==> src/rtl/rgb_fade_sequencer_pkg.sv <==
// Shared constants, state encoding and table entry type for the RGB fade sequencer.
package rgb_fade_sequencer_pkg;

    localparam int unsigned TABLE_DEPTH = 4;
    localparam int unsigned COLOR_W     = 8;
    localparam int unsigned ADDR_W      = $clog2(TABLE_DEPTH);
    localparam int unsigned ENTRY_W     = 3 * COLOR_W;

    typedef enum logic [1:0] {
        StIdle = 2'd0,
        StHold = 2'd1,
        StFade = 2'd2
    } state_e;

    // Packed {r, g, b}
    typedef logic [ENTRY_W-1:0] entry_t;

endpackage

==> src/rtl/rgb_fade_sequencer_if.sv <==
// Control, table-write and color/status signals of the fade sequencer.
interface rgb_fade_sequencer_if;
    import rgb_fade_sequencer_pkg::*;

    logic               sync_i;
    logic               start_i;
    logic               stop_i;
    logic               loop_i;
    logic [7:0]         hold_i;
    logic               wr_en_i;
    logic [ADDR_W-1:0]  wr_addr_i;
    logic [ENTRY_W-1:0] wr_data_i;
    logic [COLOR_W-1:0] rcolor_o;
    logic [COLOR_W-1:0] gcolor_o;
    logic [COLOR_W-1:0] bcolor_o;
    logic               busy_o;
    logic               seg_done_o;
    logic               done_o;

    modport master (
        output sync_i, start_i, stop_i, loop_i, hold_i, wr_en_i, wr_addr_i, wr_data_i,
        input  rcolor_o, gcolor_o, bcolor_o, busy_o, seg_done_o, done_o
    );

    modport slave (
        input  sync_i, start_i, stop_i, loop_i, hold_i, wr_en_i, wr_addr_i, wr_data_i,
        output rcolor_o, gcolor_o, bcolor_o, busy_o, seg_done_o, done_o
    );

endinterface

==> src/rtl/color_stepper8.sv <==
// One color channel: loadable register that walks one LSB toward a target per step.
module color_stepper8
    import rgb_fade_sequencer_pkg::*;
(
    input  logic               clk,
    input  logic               rst,
    input  logic               load_i,
    input  logic [COLOR_W-1:0] load_val_i,
    input  logic               step_i,
    input  logic [COLOR_W-1:0] target_i,
    output logic [COLOR_W-1:0] color_o,
    output logic               at_target_o
);

    logic [COLOR_W-1:0] color_q, color_d;

    always_comb begin
        color_d = color_q;
        if (load_i) begin
            color_d = load_val_i;
        end else if (step_i) begin
            // Moving only while unequal gives saturation with no overshoot.
            if (color_q < target_i) begin
                color_d = color_q + 1'b1;
            end else if (color_q > target_i) begin
                color_d = color_q - 1'b1;
            end
        end
    end

    always_ff @(posedge clk) begin
        if (!rst) begin
            color_q <= '0;
        end else begin
            color_q <= color_d;
        end
    end

    assign color_o     = color_q;
    assign at_target_o = (color_q == target_i);

endmodule

==> src/rtl/rgb_fade_sequencer.sv <==
// Steps through a 4-entry color table, holding each entry and fading to the next on PWM ticks.
module rgb_fade_sequencer
    import rgb_fade_sequencer_pkg::*;
(
    input  logic                clk,
    input  logic                rst,
    rgb_fade_sequencer_if.slave bus_io
);

    state_e            state_q;
    logic [ADDR_W-1:0] idx_q;
    logic [ADDR_W-1:0] idx_next;
    logic [7:0]        hold_cnt_q;
    entry_t            target_q;
    entry_t            table_q [TABLE_DEPTH];
    logic              seg_done_q;
    logic              done_q;

    logic [2:0]        at_target;
    logic              all_at_target;
    logic              load_en;
    logic              step_en;
    entry_t            load_val;
    entry_t            color;

    assign idx_next      = idx_q + 1'b1;
    assign all_at_target = &at_target;
    assign load_val      = table_q[0];
    assign load_en       = (state_q == StIdle) && bus_io.start_i && !bus_io.stop_i;
    assign step_en       = (state_q == StFade) && bus_io.sync_i && !bus_io.stop_i
                           && !all_at_target;

    always_ff @(posedge clk) begin
        if (!rst) begin
            for (int i = 0; i < TABLE_DEPTH; i++) begin
                table_q[i] <= '0;
            end
        end else if (bus_io.wr_en_i) begin
            table_q[bus_io.wr_addr_i] <= bus_io.wr_data_i;
        end
    end

    always_ff @(posedge clk) begin
        if (!rst) begin
            state_q    <= StIdle;
            idx_q      <= '0;
            hold_cnt_q <= '0;
            target_q   <= '0;
            seg_done_q <= 1'b0;
            done_q     <= 1'b0;
        end else begin
            seg_done_q <= 1'b0;
            done_q     <= 1'b0;
            if (bus_io.stop_i) begin
                state_q <= StIdle;
            end else begin
                unique case (state_q)
                    StIdle: begin
                        if (bus_io.start_i) begin
                            idx_q      <= '0;
                            hold_cnt_q <= '0;
                            state_q    <= StHold;
                        end
                    end
                    StHold: begin
                        if (hold_cnt_q == bus_io.hold_i) begin
                            if (idx_q == ADDR_W'(TABLE_DEPTH - 1) && !bus_io.loop_i) begin
                                state_q <= StIdle;
                                done_q  <= 1'b1;
                            end else begin
                                target_q <= table_q[idx_next];
                                state_q  <= StFade;
                            end
                        end else if (bus_io.sync_i) begin
                            hold_cnt_q <= hold_cnt_q + 8'd1;
                        end
                    end
                    StFade: begin
                        if (all_at_target) begin
                            seg_done_q <= 1'b1;
                            idx_q      <= idx_next;
                            hold_cnt_q <= '0;
                            state_q    <= StHold;
                        end
                    end
                    default: state_q <= StIdle;
                endcase
            end
        end
    end

    color_stepper8 u_step_r (
        .clk         (clk),
        .rst         (rst),
        .load_i      (load_en),
        .load_val_i  (load_val[23:16]),
        .step_i      (step_en),
        .target_i    (target_q[23:16]),
        .color_o     (color[23:16]),
        .at_target_o (at_target[2])
    );

    color_stepper8 u_step_g (
        .clk         (clk),
        .rst         (rst),
        .load_i      (load_en),
        .load_val_i  (load_val[15:8]),
        .step_i      (step_en),
        .target_i    (target_q[15:8]),
        .color_o     (color[15:8]),
        .at_target_o (at_target[1])
    );

    color_stepper8 u_step_b (
        .clk         (clk),
        .rst         (rst),
        .load_i      (load_en),
        .load_val_i  (load_val[7:0]),
        .step_i      (step_en),
        .target_i    (target_q[7:0]),
        .color_o     (color[7:0]),
        .at_target_o (at_target[0])
    );

    assign bus_io.rcolor_o   = color[23:16];
    assign bus_io.gcolor_o   = color[15:8];
    assign bus_io.bcolor_o   = color[7:0];
    assign bus_io.busy_o     = (state_q != StIdle);
    assign bus_io.seg_done_o = seg_done_q;
    assign bus_io.done_o     = done_q;

endmodule

==> src/flat_wrapper.sv <==
// flat-port wrapper written by rule: the top's interface ports become plain ports
module rgb_fade_sequencer_flat import rgb_fade_sequencer_pkg::*;
  (clk, rst, bus_io_sync_i, bus_io_start_i, bus_io_stop_i, bus_io_loop_i, bus_io_hold_i, bus_io_wr_en_i, bus_io_wr_addr_i, bus_io_wr_data_i, bus_io_rcolor_o, bus_io_gcolor_o, bus_io_bcolor_o, bus_io_busy_o, bus_io_seg_done_o, bus_io_done_o);
  rgb_fade_sequencer_if bus_io_i ();
  input  logic clk;
  input  logic rst;
  input wire logic [$bits(bus_io_i.sync_i)-1:0] bus_io_sync_i;
  input wire logic [$bits(bus_io_i.start_i)-1:0] bus_io_start_i;
  input wire logic [$bits(bus_io_i.stop_i)-1:0] bus_io_stop_i;
  input wire logic [$bits(bus_io_i.loop_i)-1:0] bus_io_loop_i;
  input wire logic [$bits(bus_io_i.hold_i)-1:0] bus_io_hold_i;
  input wire logic [$bits(bus_io_i.wr_en_i)-1:0] bus_io_wr_en_i;
  input wire logic [$bits(bus_io_i.wr_addr_i)-1:0] bus_io_wr_addr_i;
  input wire logic [$bits(bus_io_i.wr_data_i)-1:0] bus_io_wr_data_i;
  output wire logic [$bits(bus_io_i.rcolor_o)-1:0] bus_io_rcolor_o;
  output wire logic [$bits(bus_io_i.gcolor_o)-1:0] bus_io_gcolor_o;
  output wire logic [$bits(bus_io_i.bcolor_o)-1:0] bus_io_bcolor_o;
  output wire logic [$bits(bus_io_i.busy_o)-1:0] bus_io_busy_o;
  output wire logic [$bits(bus_io_i.seg_done_o)-1:0] bus_io_seg_done_o;
  output wire logic [$bits(bus_io_i.done_o)-1:0] bus_io_done_o;
  assign bus_io_i.sync_i = bus_io_sync_i;
  assign bus_io_i.start_i = bus_io_start_i;
  assign bus_io_i.stop_i = bus_io_stop_i;
  assign bus_io_i.loop_i = bus_io_loop_i;
  assign bus_io_i.hold_i = bus_io_hold_i;
  assign bus_io_i.wr_en_i = bus_io_wr_en_i;
  assign bus_io_i.wr_addr_i = bus_io_wr_addr_i;
  assign bus_io_i.wr_data_i = bus_io_wr_data_i;
  assign bus_io_rcolor_o = bus_io_i.rcolor_o;
  assign bus_io_gcolor_o = bus_io_i.gcolor_o;
  assign bus_io_bcolor_o = bus_io_i.bcolor_o;
  assign bus_io_busy_o = bus_io_i.busy_o;
  assign bus_io_seg_done_o = bus_io_i.seg_done_o;
  assign bus_io_done_o = bus_io_i.done_o;
  rgb_fade_sequencer u_core (.clk(clk), .rst(rst), .bus_io(bus_io_i));
endmodule
==> config.mk <==
export PLATFORM = sky130hd
export DESIGN_NAME = rgb_fade_sequencer_flat
export DESIGN_NICKNAME = d
export VERILOG_FILES = /design/src/rtl/rgb_fade_sequencer_pkg.sv /design/src/rtl/rgb_fade_sequencer_if.sv /design/src/rtl/color_stepper8.sv /design/src/rtl/rgb_fade_sequencer.sv /design/src/flat_wrapper.sv
export SDC_FILE = /design/constraint.sdc
export NUM_CORES = 1
export LEC_CHECK = 0
export CAP_MARGIN = 20
export CORE_MARGIN = 2
export CORE_UTILIZATION = 30
export DETAILED_ROUTE_END_ITERATION = 7
export PLACE_DENSITY_LB_ADDON = 0.12
export SLEW_MARGIN = 10
export SYNTH_ARGS = -nofsm -noshare
export SYNTH_HDL_FRONTEND = slang
export SYNTH_HIERARCHICAL = 1
export SYNTH_SLANG_ARGS = --single-unit
==> constraint.sdc <==
create_clock -name clk -period 4.2 [get_ports clk]
set_input_delay 1.05 -clock clk [delete_from_list [all_inputs] [get_ports clk]]
set_output_delay 1.05 -clock clk [all_outputs]
set_load 0.005 [all_outputs]
==> run_results.csv <==
group,metric,value,unit
worst_setup_path,startpoint,"u_core/u_step_r/color_o[1]",
worst_setup_path,r2r_setup_slack,0.97,ns
detailed_routing,detail_route.vias_per_cell,4.881,
clocking,cts_root_buffer,"clkbuf_16",
place,portBuffers,67,
power,power.density,383.0,nW/um^2
floorplan,initial_utilization,30.56,%
worst_hold_path,min_from,"u_core/target_q[11]",
timing,clock_skew,0.007141,ns
detailed_routing,drt_iter0_markers,349,
floorplan,ios,68,
power,pwr-share-comb,16.9,%
timing,clock.fmax,0.3099,GHz
layout,syn2layout_area_growth,19.41,%
global_route,grt.total_usage,14.24,%
power,seqPwrFrac,45.7,%
detailed_routing,post-route-drc-count,0,
power,p_leak,3.858,nW
clocking,clock_path_buffers,2,
clocking,cts_tree,"built",
yosys,netlist_instances,757,
floorplan,die_y,172.7,um
layout,mostFrequentLayoutCells,"96 x edfxtp_1, 73 x and2_1, 66 x clkdlybuf4s50_1",
worst_setup_path,rr_startpoint,"u_core/u_step_r/color_o[1]",
layout,diodes,0,
clocking,clk_pin_slew,0.06,ns
detailed_routing,wire_per_inst,17.11,um
detailed_routing,final_antenna_net_count,0,
layout,n_fill_cell,2821,
place,dpl.hpwl,14.51,mm
floorplan,fp.dieArea,29820,um^2
floorplan,core-area,27930,um^2
yosys,synth.top_cell.area_share,33.77,%
detailed_routing,dr.pass1.iters,4,
worst_setup_path,endpoint_kind,"flip-flop",
worst_setup_path,crit_slowest_cell,"dfxtp_1",
yosys,syn_area_per_cell,11.28,um^2
detailed_routing,drt_wl_total,20.77,mm
worst_setup_path,cp_max_fo,8,
timing,rsz0062_at_grt,"false",
yosys,synth_area_leaders,"edfxtp_1 34%, dfxtp_1 15%, ha_1 6.9%",
clocking,cts-resized-gates,0,
layout,drive_above_1_share,13.16,%
worst_setup_path,cp.required,4.56,ns
detailed_routing,route.vias.total,5925,
yosys,ys.warnings.count,6,
layout,fin_nets,914,
flow_run,max_cap_violations,0,
timing,drv_slew,0,
power,p_switching,1.028,mW
worst_setup_path,arrival,3.59,ns
global_route,antenna_found_initial,0,
timing,fin_crit_sh,76.82,%
timing,fin_tns_setup,0,ns
clocking,ctsHoldBuffers,0,
yosys,syn_nets,848,
place,gp_congestion,0.7428,
timing,setup_violations,0,
worst_setup_path,path_cells,"ha_1, nor2b_1, o211ai_1, a21o_1, nand2_1, ha_1, a21oi_1, o211ai_1, o41a_1, a21o_2, a211o_2, nand3_1",
yosys,ys_seq_area_share,48.31,%
yosys,synth_enable_flop_cells,96,
global_route,grt-ovfl-total,0,
power,ir_drop,0.2460,mV
timing,hold_viol,0,
clocking,clock_latency,0.42,ns
timing,relSlewSlack,50.45,%
clocking,cts_setup_buffers,0,
global_route,grt_max_degree,54,
clocking,cts_buffers,17,
floorplan,die_width,172.7,um
yosys,yosysTopAreaCell,"edfxtp_1",
layout,final_common_cell,"edfxtp_1",
floorplan,num_rows,61,
clocking,cts_sinks,158,
clocking,cts_max_level,4,
outcome,status,"finished clean",
yosys,synth-seq-cells,158,
worst_hold_path,worstHoldPathType,"reg2reg",
worst_setup_path,cp-start-kind,"flip-flop",
power,intPower,2.876,mW
power,clockPowerShare,37.4,%
yosys,syn_area,8536,um^2
timing,hold_ws,0.4575,ns
worst_setup_path,cpPeakStageDelay,0.45,ns
worst_setup_path,crit_type,"reg2reg",
global_route,grt_pass1_wl,33.52,mm
power,switching_share,26.33,%
yosys,synth.distinct_cells,59,
global_route,grt_pass1_vias,6241,
yosys,synth-async-reset-ratio,0,%
timing,min_period,3.226,ns
timing,worst_pin_slew,0.7401,ns
yosys,synth-main-ff-cell,"edfxtp_1",
## Yosys cell counts (all sizes together), types with 16 or more instances
library cell  number
a21oi             36
and2              73
and3              31
clkbuf            21
dfxtp             62
edfxtp            96
ha                47
inv               35
mux2i             16
mux4              24
nand2             55
nand3             49
nor2              19
o21ai             50
## power groups by stage
stage / Clock, mW / Combinational, mW / Sequential (mW)
floorplan: 0 / 0.448 / 1.80
global placement: 0 / 0.642 / 1.82
detailed placement: 0 / 0.659 / 1.82
CTS: 1.50 / 0.664 / 1.79
global route: 1.56 / 0.731 / 1.79
finish: 1.46 / 0.659 / 1.78
## logic make-up (layout without fill, tap and decap cells)
family	Yosys count	count (layout)	share of synthesized area, %
AO/OA/AOI/OAI	138	138	10.88
XOR/XNOR	26	26	2.668
adder cells (fa/ha/maj)	50	50	7.593
buffers and inverters	72	151	3.958
flip-flops	158	158	48.31
multiplexers	40	40	8.209
AND/OR/NAND/NOR	273	273	18.38
## path summary, 6_finish.rpt
kind	to	cells past startpoint
hold reg to reg	u_core/target_q[11]	2
setup reg to reg	u_core/u_step_r/color_o[7]	12
hold / removal	u_core/target_q[11]	2
setup / recovery	u_core/u_step_r/color_o[7]	12
## metrics by stage
stage | power [mW] | utilization [%] | setup WS, ns | cells | instance area [um^2]
after global placement | 2.459 | 34.47 | 0.9093 | 1181 | 9628
after floorplan | 2.248 | - | 0.9431 | 757 | 8536
after CTS | 3.948 | 36.43 | 0.9668 | 1213 | 10180
after global routing | 4.090 | 36.49 | 0.7116 | 1214 | 10190
after detailed placement | 2.479 | 34.47 | 0.8368 | 1181 | 9628
final | 3.903 | 36.49 | 0.9735 | 1214 | 10190
## per-layer routing
layer	wire length [um]	global-route usage, %	vias to the layer above
li1	-	-	2909
met1	9555	17.75	2923
met2	10370	25.10	81
met3	593	2.595	12
met4	252	4.237	0
met5	0	0	-
## flip-flops by register name, indices dropped and copies added (netlist names)
name,cells
u_core/idx_q,2
u_core/u_step_g/color_o,8
u_core/state_q,2
u_core/bus_io.done_o,1
u_core/u_step_b/color_o,8
u_core/table_q,96
u_core/bus_io.seg_done_o,1
u_core/u_step_r/color_o,8
u_core/target_q,24
u_core/hold_cnt_q,8
## critical path: cells and delay by family, from the launching register on
| kind | cells | cell delay (ns) |
|---|---|---|
| DFF | 1 | 0.45 |
| AOI/OAI and AO/OA | 7 | 1.66 |
| and+or+nand+nor | 3 | 0.42 |
| adders and majority gates | 2 | 0.65 |
## cell type report
class                      instances  area (um^2)  share of cell area, %
clock inverter                    11        88.84                 0.8716
clock buffer                      21        460.4                  4.518
timing repair buffer              84        815.8                  8.004
tap                              378        473.0                  4.640
sequential                       158         4125                  40.47
inverter                          35        131.4                  1.289
multi-input combinational        527         4098                  40.20
(Power assumes the default switching activity.)
